File: src/rtl/fft_peak_detector.sv
// Finds the largest |X|^2 bin in the positive-frequency half of each streamed FFT frame.
// The result is published one cycle after the last bin of the frame is accepted.
//
// state  | meaning
// IDLE   | waiting for bin 0 of a frame
// ACCUM  | frame partially received
// REPORT | frame result published this cycle
module fft_peak_detector #(
    parameter int FFT_SIZE = 256,
    parameter int DATA_W   = 24
) (
    input  logic                        clk,
    input  logic                        rst,
    input  logic                        fft_valid_i,
    input  logic [DATA_W-1:0]           fft_real_i,
    input  logic [DATA_W-1:0]           fft_imag_i,
    input  logic [2*DATA_W-1:0]         thresh_i,
    output logic                        peak_valid_o,
    output logic [$clog2(FFT_SIZE)-2:0] peak_bin_o,
    output logic [2*DATA_W-1:0]         peak_mag_sq_o,
    output logic                        peak_detect_o,
    output logic                        busy_o
);
    localparam int CNT_W = $clog2(FFT_SIZE);
    localparam int IDX_W = CNT_W - 1;
    localparam int SQ_W  = 2*DATA_W - 1;
    localparam int MAG_W = 2*DATA_W;

    typedef enum logic [1:0] {IDLE, ACCUM, REPORT} state_t;

    state_t             state_q;
    logic [CNT_W-1:0]   cnt_q;
    logic               last_bin;

    logic [SQ_W-1:0]    re_ext, im_ext, re_prod, im_prod;
    logic               s1_valid_q, s2_valid_q;
    logic [IDX_W-1:0]   s1_bin_q, s2_bin_q;
    logic [SQ_W-1:0]    re_sq_q, im_sq_q;
    logic [MAG_W-1:0]   mag_d, mag_q;
    logic [MAG_W-1:0]   max_mag_q;
    logic [IDX_W-1:0]   max_bin_q;

    logic               peak_valid_q, peak_detect_q;
    logic [IDX_W-1:0]   peak_bin_q;
    logic [MAG_W-1:0]   peak_mag_q;

    // A square is never negative and at most 2^(2*DATA_W-2), so the low
    // 2*DATA_W-1 bits of the sign-extended product hold it exactly as unsigned.
    assign re_ext  = {{(DATA_W-1){fft_real_i[DATA_W-1]}}, fft_real_i};
    assign im_ext  = {{(DATA_W-1){fft_imag_i[DATA_W-1]}}, fft_imag_i};
    assign re_prod = re_ext * re_ext;
    assign im_prod = im_ext * im_ext;
    assign mag_d   = {1'b0, re_sq_q} + {1'b0, im_sq_q};

    assign last_bin = &cnt_q;

    // Only the lower half of the frame enters the compare pipeline.
    always_ff @(posedge clk) begin
        if (rst) begin
            s1_valid_q <= 1'b0;
            s2_valid_q <= 1'b0;
            s1_bin_q   <= '0;
            s2_bin_q   <= '0;
            re_sq_q    <= '0;
            im_sq_q    <= '0;
            mag_q      <= '0;
            max_mag_q  <= '0;
            max_bin_q  <= '0;
        end else begin
            s1_valid_q <= fft_valid_i & ~cnt_q[CNT_W-1];
            s1_bin_q   <= cnt_q[IDX_W-1:0];
            re_sq_q    <= re_prod;
            im_sq_q    <= im_prod;
            s2_valid_q <= s1_valid_q;
            s2_bin_q   <= s1_bin_q;
            mag_q      <= mag_d;
            if (s2_valid_q && ((s2_bin_q == '0) || (mag_q > max_mag_q))) begin
                max_mag_q <= mag_q;
                max_bin_q <= s2_bin_q;
            end
        end
    end

    // The running max is settled well before bin FFT_SIZE-1 arrives, since the
    // upper half of the frame takes at least FFT_SIZE/2 cycles to stream in.
    always_ff @(posedge clk) begin
        if (rst) begin
            state_q       <= IDLE;
            cnt_q         <= '0;
            peak_valid_q  <= 1'b0;
            peak_bin_q    <= '0;
            peak_mag_q    <= '0;
            peak_detect_q <= 1'b0;
        end else begin
            peak_valid_q <= 1'b0;
            if (fft_valid_i) begin
                cnt_q <= cnt_q + CNT_W'(1);
            end
            case (state_q)
                IDLE: begin
                    if (fft_valid_i) begin
                        state_q <= ACCUM;
                    end
                end
                ACCUM: begin
                    if (fft_valid_i && last_bin) begin
                        state_q       <= REPORT;
                        peak_valid_q  <= 1'b1;
                        peak_bin_q    <= max_bin_q;
                        peak_mag_q    <= max_mag_q;
                        peak_detect_q <= (max_mag_q > thresh_i);
                    end
                end
                REPORT: begin
                    state_q <= fft_valid_i ? ACCUM : IDLE;
                end
                default: begin
                    state_q <= IDLE;
                end
            endcase
        end
    end

    assign peak_valid_o  = peak_valid_q;
    assign peak_bin_o    = peak_bin_q;
    assign peak_mag_sq_o = peak_mag_q;
    assign peak_detect_o = peak_detect_q;
    assign busy_o        = (state_q == ACCUM);

endmodule
File: config.mk
export PLATFORM = sky130hd
export DESIGN_NAME = fft_peak_detector
export DESIGN_NICKNAME = d
export VERILOG_FILES = /design/src/rtl/fft_peak_detector.sv
export SDC_FILE = /design/constraint.sdc
export NUM_CORES = 2
export LEC_CHECK = 0
export BUFFER_PORTS_ARGS = -buffer_cell sky130_fd_sc_hd__clkbuf_2
export CAP_MARGIN = 20
export CORE_ASPECT_RATIO = 1.1
export CORE_MARGIN = 5
export CORE_UTILIZATION = 47
export CTS_CLUSTER_DIAMETER = 50
export DETAILED_ROUTE_END_ITERATION = 12
export HOLD_SLACK_MARGIN = 0.05
export RECOVER_POWER = 50
export SKIP_LAST_GASP = 1
export SLEW_MARGIN = 15
export SYNTH_ARGS = -nofsm -noshare
export SYNTH_HDL_FRONTEND = slang
export SYNTH_SLANG_ARGS = --single-unit
File: constraint.sdc
create_clock -name clk -period 26.2 [get_ports clk]
set_clock_uncertainty 0.2 [all_clocks]
set_input_delay 6.55 -clock clk [delete_from_list [all_inputs] [get_ports clk]]
set_output_delay 6.55 -clock clk [all_outputs]
set_load 0.05 [all_outputs]
==> reports/qor.log <==
INFO  worst_setup_path start_kind=primary input
INFO  drt            dr.max_layer_used=met5
INFO  worst_setup_path critical-path-top-cell-by-count=sky130_fd_sc_hd__fa_1
INFO  cts            clock_path_buffers=3
INFO  worst_setup_path worst_ep_required=26.28ns
INFO  worst_setup_path critical_path_arrival=14.26ns
INFO  worst_setup_path crit_path_end_kind=flop
INFO  synth          yosys.area_share.xor_xnor=2.82%
INFO  cts            clkSinkCount=278
INFO  hold_path      hp-class=flop to flop
INFO  cts            postCtsSetupRepairBufs=0
INFO  worst_setup_path worst-path-max-fanout=22
INFO  cts            cts_root_buffer=sky130_fd_sc_hd__clkbuf_16
INFO  drt            drt.antenna.violating_nets=0
INFO  drt            postRouteWirelength=118000um
INFO  drt            pre_antenna_drt_iters=5
INFO  floorplanning  initial_utilization=47.4%
INFO  cts            tritoncts=built
INFO  drt            routed-wl-met3=5120um
INFO  synth          number_of_distinct_library_cell_variants_in_the_gate_level_netlist_after_synthesis=75
INFO  drt            wirelength_met1=46100um
INFO  cts            clk_transition_reported_paths=0.06ns
INFO  finish         synthToLayoutAreaGrowth=6.47%
INFO  global_routing grt_max_degree=105
INFO  drt            drt_iter0_markers=1698
INFO  status         outcome=finished with violations
INFO  drt            detail_route.drc_violations=0
INFO  synth          synth.area.mux_share=1.20%
INFO  timing         timing.final.max_slew_violations=284
INFO  global_routing globalRouteOverflowTotal=0
INFO  worst_setup_path cpPeakStageDelay=0.61ns
INFO  timing         timing.final.hold_violations=0
INFO  synth          post_synth_fa_ha_maj_area_fraction=54.2%
INFO  timing         worstMarginPinSlew=4.73ns
INFO  status         failing_checks=capacitance limit, slew limit
INFO  synth          synth_sequential_area_ratio=11.1%
INFO  place          portBuffers=156
INFO  synth          synth.ff_latch_count=278
INFO  synth          synth_top_family_by_area=adder cells
INFO  place          post_detailed_placement_half_perimeter_wirelength=98400um
INFO  drt            drt-wirelength-per-cell=17.1um
INFO  global_routing total_grt_usage=21.5%
INFO  timing         report.final.setup_viol=0
INFO  synth          synthesis.nets=7055
INFO  worst_setup_path path_class=primary input to flop
INFO  timing         fin_tns_setup=0ns
INFO  finish         regArea=5570um2
INFO  synth          most_frequently_used_flop_master_after_synthesis=sky130_fd_sc_hd__dfxtp_1
INFO  cts            cts_buffers=39
INFO  synth          synth-edff-count=0
INFO  worst_setup_path worstPathBufferInverterCount=6
INFO  job            max_cap_viol_count=3
INFO  timing         achievable-frequency=0.0705GHz
INFO  finish         nFillCells=10100
INFO  global_routing first_pass_grt_wire_length=197000um
INFO  finish         layout.cells.most_common_list=1451 x sky130_fd_sc_hd__inv_1, 1093 x sky130_fd_sc_hd__fa_1, 529 x sky130_fd_sc_hd__nand2_1
INFO  synth          synth.yosys.warnings=0
INFO  timing         grt_setup_unrepaired=no
INFO  finish         multi_input_comb_area=38600um2
INFO  floorplanning  die-area=114000um2
INFO  floorplanning  placeable_core_region=106000um2
INFO  finish         design.final.nets=7091
INFO  cts            insertion_delay=0.55ns
INFO  timing         layout_worst_path_cycle_share=54.1%
INFO  synth          synth_compound_gate_area_share=6.65%
INFO  floorplanning  top_level_ports=157
INFO  synth          synthCells=5434
INFO  timing         min_tclk_post_route=14.18ns
INFO  worst_setup_path slowest_stage=sky130_fd_sc_hd__nor2_1
INFO  worst_setup_path worst-r2r-setup-slack=22.44ns
INFO  finish         drive_above_1_share=3.65%
INFO  timing         slew_headroom=-215%
INFO  synth          post_synth_and_or_nand_nor_area_fraction=11.9%
INFO  floorplanning  chipWidth=322um
INFO  floorplanning  die-height=353um
INFO  synth          synth_area_per_cell=9.24um2
INFO  finish         mostFrequentLayoutCell=sky130_fd_sc_hd__inv_1
INFO  global_routing antenna_found_initial=4
INFO  cts            cells_resized_by_post_cts_repair=0
INFO  cts            htree_num_levels=2
INFO  drt            via_per_inst=5.08
INFO  floorplanning  placementRows=125
INFO  drt            routed-via-count=35000
INFO  worst_setup_path critical-path-top-delay-family=adder cells
INFO  drt            met2WireLength=62800um
INFO  synth          async_flop_share=0%
INFO  global_routing vias_in_the_first_global_route=38800
INFO  synth          synth.cell_area=50200um2
INFO  cts            cts_hold_buffers=0
INFO  place          place.gp.congestion=0.866
layer usage:
layer | GRT usage (%) | vias up
met2 | 39.7 | 739
met5 | 0 | -
met4 | 6.68 | 2
met3 | 2.30 | 202
li1 | - | 16300
met1 | 26.4 | 17800
area by class of cell:
type                    count  area share (%)
repair buffers            163            1.41
clock inverters            24           0.608
multi-input cells        3537            72.2
well taps                1397            3.27
diodes                      3          0.0140
inverters                1451            10.2
clock buffers              47            1.96
flip-flops and latches    278            10.4
final timing paths:
check / start / to / cells after the start
worst max-delay path: fft_imag_i[21] / im_sq_q[45]$_SDFF_PP0_ / 25
worst min-delay path: s1_bin_q[2]$_SDFF_PP0_ / s2_bin_q[2]$_SDFF_PP0_ / 1
worst max register to register: max_mag_q[33]$_SDFFE_PP0P_ / max_mag_q[43]$_SDFFE_PP0P_ / 12
worst min register to register: s1_bin_q[2]$_SDFF_PP0_ / s2_bin_q[2]$_SDFF_PP0_ / 1
flip-flops by register name, summed over array words and instances (netlist names), 2 cells and up:
register       count
cnt_q              8
mag_q             48
im_sq_q           46
state_q            2
re_sq_q           46
max_bin_q          7
s1_bin_q           7
s2_bin_q           7
peak_bin_o         7
max_mag_q         48
peak_mag_sq_o     48
worst register-to-register path, stage by stage, from the launching register on:
cell and delay, ns:
sky130_fd_sc_hd__dfxtp_1 0.44, sky130_fd_sc_hd__inv_1 0.07, sky130_fd_sc_hd__ha_1 0.29, sky130_fd_sc_hd__a21o_1 0.16, sky130_fd_sc_hd__a21o_1 0.17, sky130_fd_sc_hd__a21oi_1 0.13, sky130_fd_sc_hd__o21ai_0 0.10, sky130_fd_sc_hd__a21oi_1 0.16
sky130_fd_sc_hd__a21oi_1 0.12, sky130_fd_sc_hd__nor4_1 0.34, sky130_fd_sc_hd__a31o_4 0.93, sky130_fd_sc_hd__mux2i_1 0.31, sky130_fd_sc_hd__nor2_1 0.05
synth_stat cells, types with 40 or more instances:
master / n / share of area, %
sky130_fd_sc_hd__ha_1: 429 / 11
sky130_fd_sc_hd__a21o_1: 98 / 1.5
sky130_fd_sc_hd__and2_1: 208 / 2.6
sky130_fd_sc_hd__nor2b_1: 85 / 1.1
sky130_fd_sc_hd__fa_1: 1093 / 44
sky130_fd_sc_hd__a21oi_1: 185 / 1.8
sky130_fd_sc_hd__xnor2_1: 92 / 1.6
sky130_fd_sc_hd__clkbuf_1: 156 / 1.2
sky130_fd_sc_hd__xor2_1: 70 / 1.2
sky130_fd_sc_hd__mux2i_1: 58 / 1.2
sky130_fd_sc_hd__inv_1: 1451 / 11
sky130_fd_sc_hd__nand2_1: 530 / 4.0
sky130_fd_sc_hd__dfxtp_1: 278 / 11
sky130_fd_sc_hd__nor2_1: 265 / 2.0
sky130_fd_sc_hd__o21ai_0: 60 / 0.60
sky130_fd_sc_hd__nand4_1: 40 / 0.50
per-stage QoR:
stage	instances	hold WS [ns]	worst slack, ns	util, %	instance area (um2)
6_report	6900	0.235	12.02	50.5	53500
5_1_grt	6897	0.256	11.54	50.5	53500
4_1_cts	6897	0.239	12.16	50.6	53600
3_5_place_dp	6826	0.224	11.60	49.3	52200
3_3_place_gp	6826	0.217	11.59	49.3	52200
2_1_floorplan	5434	0.214	12.77	-	50200
kinds of logic (layout without fill, tap and decap cells):
family / Yosys count / in the layout
buffers and inverters: 1619 / 1685
adders and majority gates: 1522 / 1522
and+or+nand+nor: 1277 / 1277
AOI/OAI and AO/OA: 516 / 516
DFF: 278 / 278
xor gates and xnor gates: 162 / 162
muxes: 60 / 60
other: 0 / 3
Power is left out: the tool's default activity adds up to more than one toggle a clock period on the data nets, which glitch-free logic cannot reach.
